<file path="src/rtl/serial_word_rx_pkg.sv">
// rtl/serial_word_rx_pkg.sv - shared types and constants for the serial word receiver
package serial_word_rx_pkg;

  typedef enum logic [1:0] {
    IDLE   = 2'd0,
    SHIFT  = 2'd1,
    PARITY = 2'd2
  } rx_state_t;

  localparam logic DIR_MSB_FIRST = 1'b0;
  localparam logic DIR_LSB_FIRST = 1'b1;

endpackage

</file>
<file path="src/rtl/serial_word_receiver.sv">
// rtl/serial_word_receiver.sv - serial-to-word receiver with valid/ready output register
// Optional trailing even-parity bit and m_perr output enabled by PARITY_CHECK_EN.
module serial_word_receiver
  import serial_word_rx_pkg::*;
#(
  parameter int WIDTH = 16
) (
  input  logic             clk,
  input  logic             rst_n,
  input  logic             s_bit,
  input  logic             s_valid,
  input  logic             s_dir,
  input  logic             sync,
  output logic [WIDTH-1:0] m_data,
  output logic             m_valid,
  input  logic             m_ready,
`ifdef PARITY_CHECK_EN
  output logic             m_perr,
`endif
  output logic             overrun
);

  localparam int CNT_W = $clog2(WIDTH + 1);
  localparam logic [CNT_W-1:0] LAST_IDX = CNT_W'(WIDTH - 1);

  rx_state_t        state_q, state_d;
  logic [WIDTH-1:0] shreg_q, shreg_d, shift_val, word_val;
  logic [CNT_W-1:0] bit_cnt_q, bit_cnt_d;
  logic             dir_q, dir_d, dir_eff;
  logic             word_done;
`ifdef PARITY_CHECK_EN
  logic             word_perr;
`endif

  // The first bit of a word uses the live s_dir; later bits use the latched one.
  assign dir_eff   = (state_q == IDLE) ? s_dir : dir_q;
  assign shift_val = (dir_eff == DIR_LSB_FIRST) ? {s_bit, shreg_q[WIDTH-1:1]}
                                                : {shreg_q[WIDTH-2:0], s_bit};

  always_ff @(posedge clk or negedge rst_n) begin
    if (!rst_n) begin
      state_q   <= IDLE;
      shreg_q   <= '0;
      bit_cnt_q <= '0;
      dir_q     <= DIR_MSB_FIRST;
    end else begin
      state_q   <= state_d;
      shreg_q   <= shreg_d;
      bit_cnt_q <= bit_cnt_d;
      dir_q     <= dir_d;
    end
  end

  always_comb begin
    state_d   = state_q;
    shreg_d   = shreg_q;
    bit_cnt_d = bit_cnt_q;
    dir_d     = dir_q;
    word_done = 1'b0;
    word_val  = shift_val;
`ifdef PARITY_CHECK_EN
    word_perr = 1'b0;
`endif
    if (sync) begin
      state_d   = IDLE;
      shreg_d   = '0;
      bit_cnt_d = '0;
    end else if (s_valid) begin
      case (state_q)
        IDLE: begin
          dir_d     = s_dir;
          shreg_d   = shift_val;
          bit_cnt_d = CNT_W'(1);
          state_d   = SHIFT;
        end
        SHIFT: begin
          shreg_d = shift_val;
          if (bit_cnt_q == LAST_IDX) begin
`ifdef PARITY_CHECK_EN
            bit_cnt_d = CNT_W'(WIDTH);
            state_d   = PARITY;
`else
            word_done = 1'b1;
            shreg_d   = '0;
            bit_cnt_d = '0;
            state_d   = IDLE;
`endif
          end else begin
            bit_cnt_d = bit_cnt_q + CNT_W'(1);
          end
        end
`ifdef PARITY_CHECK_EN
        PARITY: begin
          // s_bit here is the even-parity bit over the completed word.
          word_done = 1'b1;
          word_val  = shreg_q;
          word_perr = ^{shreg_q, s_bit};
          shreg_d   = '0;
          bit_cnt_d = '0;
          state_d   = IDLE;
        end
`endif
        default: begin
          shreg_d   = '0;
          bit_cnt_d = '0;
          state_d   = IDLE;
        end
      endcase
    end
  end

  // Output holding register: a completing word either loads or is dropped as overrun.
  always_ff @(posedge clk or negedge rst_n) begin
    if (!rst_n) begin
      m_data  <= '0;
      m_valid <= 1'b0;
      overrun <= 1'b0;
`ifdef PARITY_CHECK_EN
      m_perr  <= 1'b0;
`endif
    end else if (word_done) begin
      if (!m_valid || m_ready) begin
        m_data  <= word_val;
        m_valid <= 1'b1;
`ifdef PARITY_CHECK_EN
        m_perr  <= word_perr;
`endif
      end else begin
        overrun <= 1'b1;
      end
    end else if (m_valid && m_ready) begin
      m_valid <= 1'b0;
    end
  end

endmodule
</file>
<file path="config.mk">
export PLATFORM = sky130hd
export DESIGN_NAME = serial_word_receiver
export DESIGN_NICKNAME = d
export VERILOG_FILES = /design/src/rtl/serial_word_rx_pkg.sv /design/src/rtl/serial_word_receiver.sv
export SDC_FILE = /design/constraint.sdc
export NUM_CORES = 1
export LEC_CHECK = 0
export CAP_MARGIN = 20
export CORE_ASPECT_RATIO = 1.4
export CORE_MARGIN = 5
export CORE_UTILIZATION = 36
export CTS_CLUSTER_DIAMETER = 120
export CTS_CLUSTER_SIZE = 8
export DETAILED_ROUTE_END_ITERATION = 6
export PLACE_DENSITY = 0.56
export SYNTH_ARGS = -nofsm -noshare
export SYNTH_HDL_FRONTEND = slang
export SYNTH_SLANG_ARGS = --single-unit
</file>
<file path="constraint.sdc">
create_clock -name clk -period 3 [get_ports clk]
set_clock_uncertainty 0.05 [all_clocks]
set_input_delay 0.45 -clock clk [delete_from_list [all_inputs] [get_ports clk]]
set_output_delay 0.45 -clock clk [all_outputs]
set_load 0.05 [all_outputs]
</file>
==> impl_metrics.json, run 1 <==
{
  "maxCapViolations": 0,
  "clk_latency_ns": 0.29,
  "row_count": 31,
  "ant_nets": 0,
  "min_path_type": "input port to async pin",
  "fin_area_um2": 2310,
  "worstPathRequired_ns": 3.07,
  "wire_per_inst_um": 15.0,
  "ctsHoldBuffers": 0,
  "num_io_pins": 25,
  "startpoint_type": "flop",
  "rsz0062_at_grt": "no",
  "place_congestion": 0.703,
  "clockBufferDepth": 2,
  "gr-total-overflow": 0,
  "antenna_found_initial": 0,
  "path_class": "flop to flop",
  "yosys-top-cells-count": "dfrtp_1 (41), inv_1 (33), mux2i_1 (33), o32ai_1 (16), nor2_1 (6)",
  "whs_ns": 0.242,
  "syn_area_um2": 1940,
  "total_power_uw": 1080,
  "drive_gt1_frac": 0.0872,
  "critPathArrivalTime_ns": 2.31,
  "drc": 0,
  "worst_r2r_path_depth": 4,
  "cts.sinks": 41,
  "period_needed_ns": 2.24,
  "ir_drop_uv": 265,
  "die-area_um2": 6990,
  "fin_crit_sh": 0.748,
  "grt_pass1_vias": 1392,
  "async_reset_ff_frac": 1.00,
  "cts_root_buffer": "clkbuf_8",
  "fp.coreArea_um2": 5200,
  "slowest_stage": "o21ai_1",
  "syn2layout_area_growth_pct": 18.9,
  "timing.rr.end": "shreg_q[0]$_DFFE_PN0P_",
  "place_area_um2": 2240,
  "slew_headroom": 0.250,
  "grt_first_pass_wirelength_mm": 6.84,
  "htreeDepth": 2,
  "hold_violations": 0,
  "power_density_nw_per_um2": 465,
  "grt_max_degree": 42,
  "start_util": 0.374,
  "synth_flop_cell": "dfrtp_1",
  "yosysMostFrequentCell": "dfrtp_1",
  "syn_avg_cell_area_um2": 11.4,
  "clk_pin_slew_ns": 0.08,
  "synth-seq-cells": 41,
  "vias": 1340,
  "setup_violations": 0,
  "dp_hpwl_mm": 2.69,
  "max_freq_mhz": 446,
  "port_buffers": 24,
  "cts_tree": "done",
  "cts_resized": 0,
  "drv_slew": 0,
  "status": "finished clean",
  "diodes": 0,
  "seq_area_frac_synth": 0.528,
  "multi_input_area_um2": 742,
  "cts_setup_buffers": 0,
  "nets": 204,
  "wl_mm": 3.92,
  "dieHeight_um": 96.9,
  "synth_cell_type_count": 29,
  "dr.first_iter.drc_count": 65,
  "cp_top_family": "compound AO/OA/AOI/OAI gates",
  "syn_inst": 171,
  "critPathBufInv": 0,
  "worstPathMaxFanout": 16,
  "regArea_um2": 1030,
  "worst_slew_pin_slew_ns": 1.12,
  "dieWidth_um": 72.1,
  "via_per_inst": 5.13,
  "synth_largest_area_cell": "dfrtp_1",
  "firstDrtPassIters": 4,
  "synth_area_leaders": "dfrtp_1 (53%), mux2i_1 (17%), o32ai_1 (7.2%)",
  "crit_chain": "ha_1 -> nand4b_4 -> o21ai_1 -> o32ai_1",
  "slowest_delay_ns": 0.90,
  "r2r_setup_slack_ns": 0.76,
  "cts_buffers": 5,
  "fin_util": 0.444,
  "p_leak_uw": 0.00105,
  "groute.usage.overall": 0.125,
  "synth_edf_count": 0,
  "r2r_start": "bit_cnt_q[0]$_DFFE_PN0P_",
  "fill_cells": 516,
  "setup_tns_ns": 0,
  "synth_nets": 179,
  "end_kind": "flop",
  "yosys.area.top_type_share": 0.528,
  "yosys_warnings": 0
}
[per-layer routing]
| layer | track usage | part of all wire | routed length [um] |
|---|---|---|---|
| met5 | 0 | 0 | 0 |
| met4 | 0.0564 | 0.021 | 82 |
| met3 | 0.0394 | 0.037 | 144 |
| met2 | 0.208 | 0.52 | 2040 |
| met1 | 0.142 | 0.42 | 1650 |
[worst max path at each step]
| stage | to | from | cells past startpoint | slack, ns |
|---|---|---|---|---|
| 4_1_cts | shreg_q[0]$_DFFE_PN0P_ | bit_cnt_q[0]$_DFFE_PN0P_ | 4 | 0.74 |
| 6_report | shreg_q[0]$_DFFE_PN0P_ | bit_cnt_q[0]$_DFFE_PN0P_ | 4 | 0.76 |
| 3_3_place_gp | shreg_q[8]$_DFFE_PN0P_ | sync | 5 | 0.70 |
| 3_5_place_dp | shreg_q[0]$_DFFE_PN0P_ | sync | 5 | 0.61 |
| 5_1_grt | shreg_q[10]$_DFFE_PN0P_ | bit_cnt_q[0]$_DFFE_PN0P_ | 4 | 0.56 |
| 2_1_floorplan | m_data[12]$_DFFE_PN0P_ | bit_cnt_q[0]$_DFFE_PN0P_ | 5 | 1.19 |
[per-stage QoR]
stage / setup WS (ns) / std cells
finish: 0.757 / 261
floorplan: 1.19 / 171
global placement: 0.701 / 255
global route: 0.556 / 261
CTS: 0.739 / 261
detailed placement: 0.606 / 255
[cells in the final DEF (no fill, tap or decap), drive strengths merged, types with 3 or more instances in the layout]
cell type,synthesis,layout
dfrtp,41,41
inv,34,34
mux2i,34,34
clkdlybuf4s50,0,23
o32ai,16,16
nor2,6,6
clkbuf,5,5
a21oi,4,4
buf,4,4
nor2b,3,3
nand2,3,3
nand2b,3,3
nand3,3,3
o21ai,3,3
[layout make-up]
class                           instances  share of cell area
Clock buffer                            5              0.0298
Sequential cell                        41               0.444
Multi-Input combinational cell         87               0.321
Inverter                               34              0.0553
Clock inverter                          1             0.00217
Tap cell                               66              0.0358
Timing Repair Buffer                   27               0.112
[sequential cells by signal, indices dropped and copies added, names as in the netlist]
signal	flops
m_valid	1
m_data	16
state_q	1
overrun	1
bit_cnt_q	5
dir_q	1
shreg_q	16
[cells by family (layout without fill, tap and decap cells)]
kind of cell | count (synthesis) | after routing | synth area share
AO/OA/AOI/OAI | 25 | 25 | 0.0985
multiplexers | 35 | 35 | 0.187
AND/OR/NAND/NOR | 26 | 26 | 0.0895
buffers and inverters | 43 | 67 | 0.0901
flip-flops | 41 | 41 | 0.528
adder cells (fa/ha/maj) | 1 | 1 | 0.00644
[where the power goes]
part | switching, uW | total [uW] | internal, uW
Combinational | 99.7 | 156 | 55.9
Clock | 182 | 335 | 153
Sequential | 14.4 | 585 | 570
[worst reg2reg max path, cell delays in order, from the launching register on]
cell	delay, ns
dfrtp_1	0.41
ha_1	0.29
nand4b_4	0.18
o21ai_1	0.90
o32ai_1	0.25
Note: power is estimated with default switching activity, not from simulation.
==> run 2: changes to the inputs <==
==> constraint.sdc (replaced) <==
create_clock -name clk -period 2.15 [get_ports clk]
set_clock_uncertainty 0.05 [all_clocks]
set_input_delay 0.3225 -clock clk [delete_from_list [all_inputs] [get_ports clk]]
set_output_delay 0.3225 -clock clk [all_outputs]
set_load 0.05 [all_outputs]
==> run 2 against run 1 <==
Against the previous run: sequential share of layout area decreased by 1.3 points; combinational power increased by 49%; power increased by 42%; setup slack got worse by 0.43 ns; count of clock-buffer cells in the layout increased by 3; clock power increased by 42%; hold slack improved by 0.15 ns; largest power group unchanged.
==> impl_metrics.json, run 2 (synthesis gave the netlist of run 1 again) <==
{
  "total_power_uw": 1520,
  "worstPathMaxFanout": 2,
  "fin_crit_sh": 0.848,
  "ir_drop_uv": 285,
  "whs_ns": 0.389,
  "cts_root_buffer": "clkbuf_8",
  "ctsHoldBuffers": 1,
  "status": "finished clean",
  "pwr-share-clk": 0.312,
  "firstDrtPassIters": 4,
  "worst_slew_pin_slew_ns": 0.507,
  "dieWidth_um": 72.1,
  "grt_max_degree": 27,
  "via_per_inst": 4.97,
  "vias": 1333,
  "gr-total-overflow": 0,
  "rsz0062_at_grt": "no",
  "die-area_um2": 6990,
  "htreeDepth": 2,
  "critPathArrivalTime_ns": 1.45,
  "drv_slew": 0,
  "num_io_pins": 25,
  "cts_buffers": 5,
  "cts_setup_buffers": 0,
  "reg_top3": "m_data (16), shreg_q (16), bit_cnt_q (5)",
  "drc": 0,
  "grt_first_pass_wirelength_mm": 6.68,
  "dieHeight_um": 96.9,
  "fp.coreArea_um2": 5200,
  "clk_pin_slew_ns": 0.07,
  "clk_latency_ns": 0.29,
  "dpl.cell_count": 259,
  "grt_pass1_vias": 1392,
  "cp_top_family": "buffers and inverters",
  "nets": 209,
  "fill_cells": 530,
  "final_common_cell": "dfrtp_1",
  "worstPathRequired_ns": 1.78,
  "dp_hpwl_mm": 2.78,
  "place_congestion": 0.729,
  "wl_mm": 3.94,
  "start_util": 0.374,
  "wire_per_inst_um": 14.7,
  "end_kind": "output port",
  "slowest_delay_ns": 0.81,
  "crit_chain": "clkdlybuf4s50_1",
  "final_cell_mix": "dfrtp_1 (41), inv_1 (33), mux2i_1 (33)",
  "max_freq_mhz": 548,
  "period_needed_ns": 1.82,
  "row_count": 31,
  "switching_share": 0.267,
  "cts_tree": "done",
  "stdcell_count": 268,
  "intPower_uw": 1120,
  "port_buffers": 24,
  "min_path_type": "input port to async pin",
  "ant_nets": 0,
  "r2r_setup_slack_ns": 0.42,
  "regArea_um2": 1030,
  "p_leak_uw": 0.00108,
  "slowest_stage": "clkdlybuf4s50_1",
  "clockBufferDepth": 2,
  "startpoint_type": "flop",
  "power_density_nw_per_um2": 639,
  "slew_headroom": 0.661,
  "groute.usage.overall": 0.122,
  "maxCapViolations": 0,
  "antenna_found_initial": 0,
  "p_switching_uw": 406,
  "syn2layout_area_growth_pct": 22.5,
  "p_comb_frac": 0.152,
  "cts.sinks": 41,
  "hold_violations": 0,
  "diodes": 0,
  "critPathBufInv": 1,
  "setup_violations": 0,
  "path_class": "flop to output port",
  "dr.first_iter.drc_count": 37,
  "setup_tns_ns": 0,
  "p_seq_frac": 0.536,
  "drive_gt1_frac": 0.0990,
  "multi_input_area_um2": 742,
  "cts_resized": 0
}
-- run 2: cell types whose count changed in the layout (fill, tap and decap cells not counted), sizes merged --
cell,delta
dlygate4sd3,+1
buf,+4
clkbuf,+3
clkinv,-1
-- run 2: final timing paths --
path,from,end,depth (start not counted)
setup / recovery,m_data[5]$_DFFE_PN0P_,m_data[5],1
hold / removal,rst_n,m_data[13]$_DFFE_PN0P_,2
setup reg to reg,bit_cnt_q[0]$_DFFE_PN0P_,m_data[10]$_DFFE_PN0P_,5
hold reg to reg,overrun$_DFFE_PN0P_,overrun$_DFFE_PN0P_,1
max in group asynchronous,rst_n,overrun$_DFFE_PN0P_,3
min in group clk,overrun$_DFFE_PN0P_,overrun$_DFFE_PN0P_,1
-- run 2: per-layer routing --
layer / vias to the layer above / routed length [um] / global-route usage / part of all wire
met5: - / 0 / 0 / 0
met4: 0 / 60 / 0.0434 / 0.015
met3: 8 / 128 / 0.0332 / 0.033
met2: 17 / 2170 / 0.208 / 0.55
met1: 668 / 1580 / 0.143 / 0.40
li1: 640 / - / - / -
-- run 2: layout make-up --
cell class                 instances  share of cell area
tap                               66              0.0347
inverter                          34              0.0536
sequential                        41               0.431
multi-input combinational         87               0.312
timing repair buffer              32               0.136
clock buffer                       8              0.0336
-- run 2: power by group through the flow --
| stage | logic [uW] | clock network, uW | registers, uW |
|---|---|---|---|
| after floorplan | 92.7 | 0 | 880 |
| after global placement | 229 | 0 | 829 |
| after detailed placement | 234 | 0 | 831 |
| after CTS | 236 | 499 | 816 |
| after global routing | 249 | 537 | 819 |
| final | 232 | 475 | 815 |
-- run 2: stage by stage --
stage / util / setup WS (ns) / cell area, um^2
3_5_place_dp: 0.441 / 0.331 / 2290
6_report: 0.458 / 0.326 / 2380
2_1_floorplan: - / 0.337 / 1940
4_1_cts: 0.458 / 0.300 / 2380
5_1_grt: 0.458 / 0.243 / 2380
3_3_place_gp: 0.441 / 0.364 / 2290
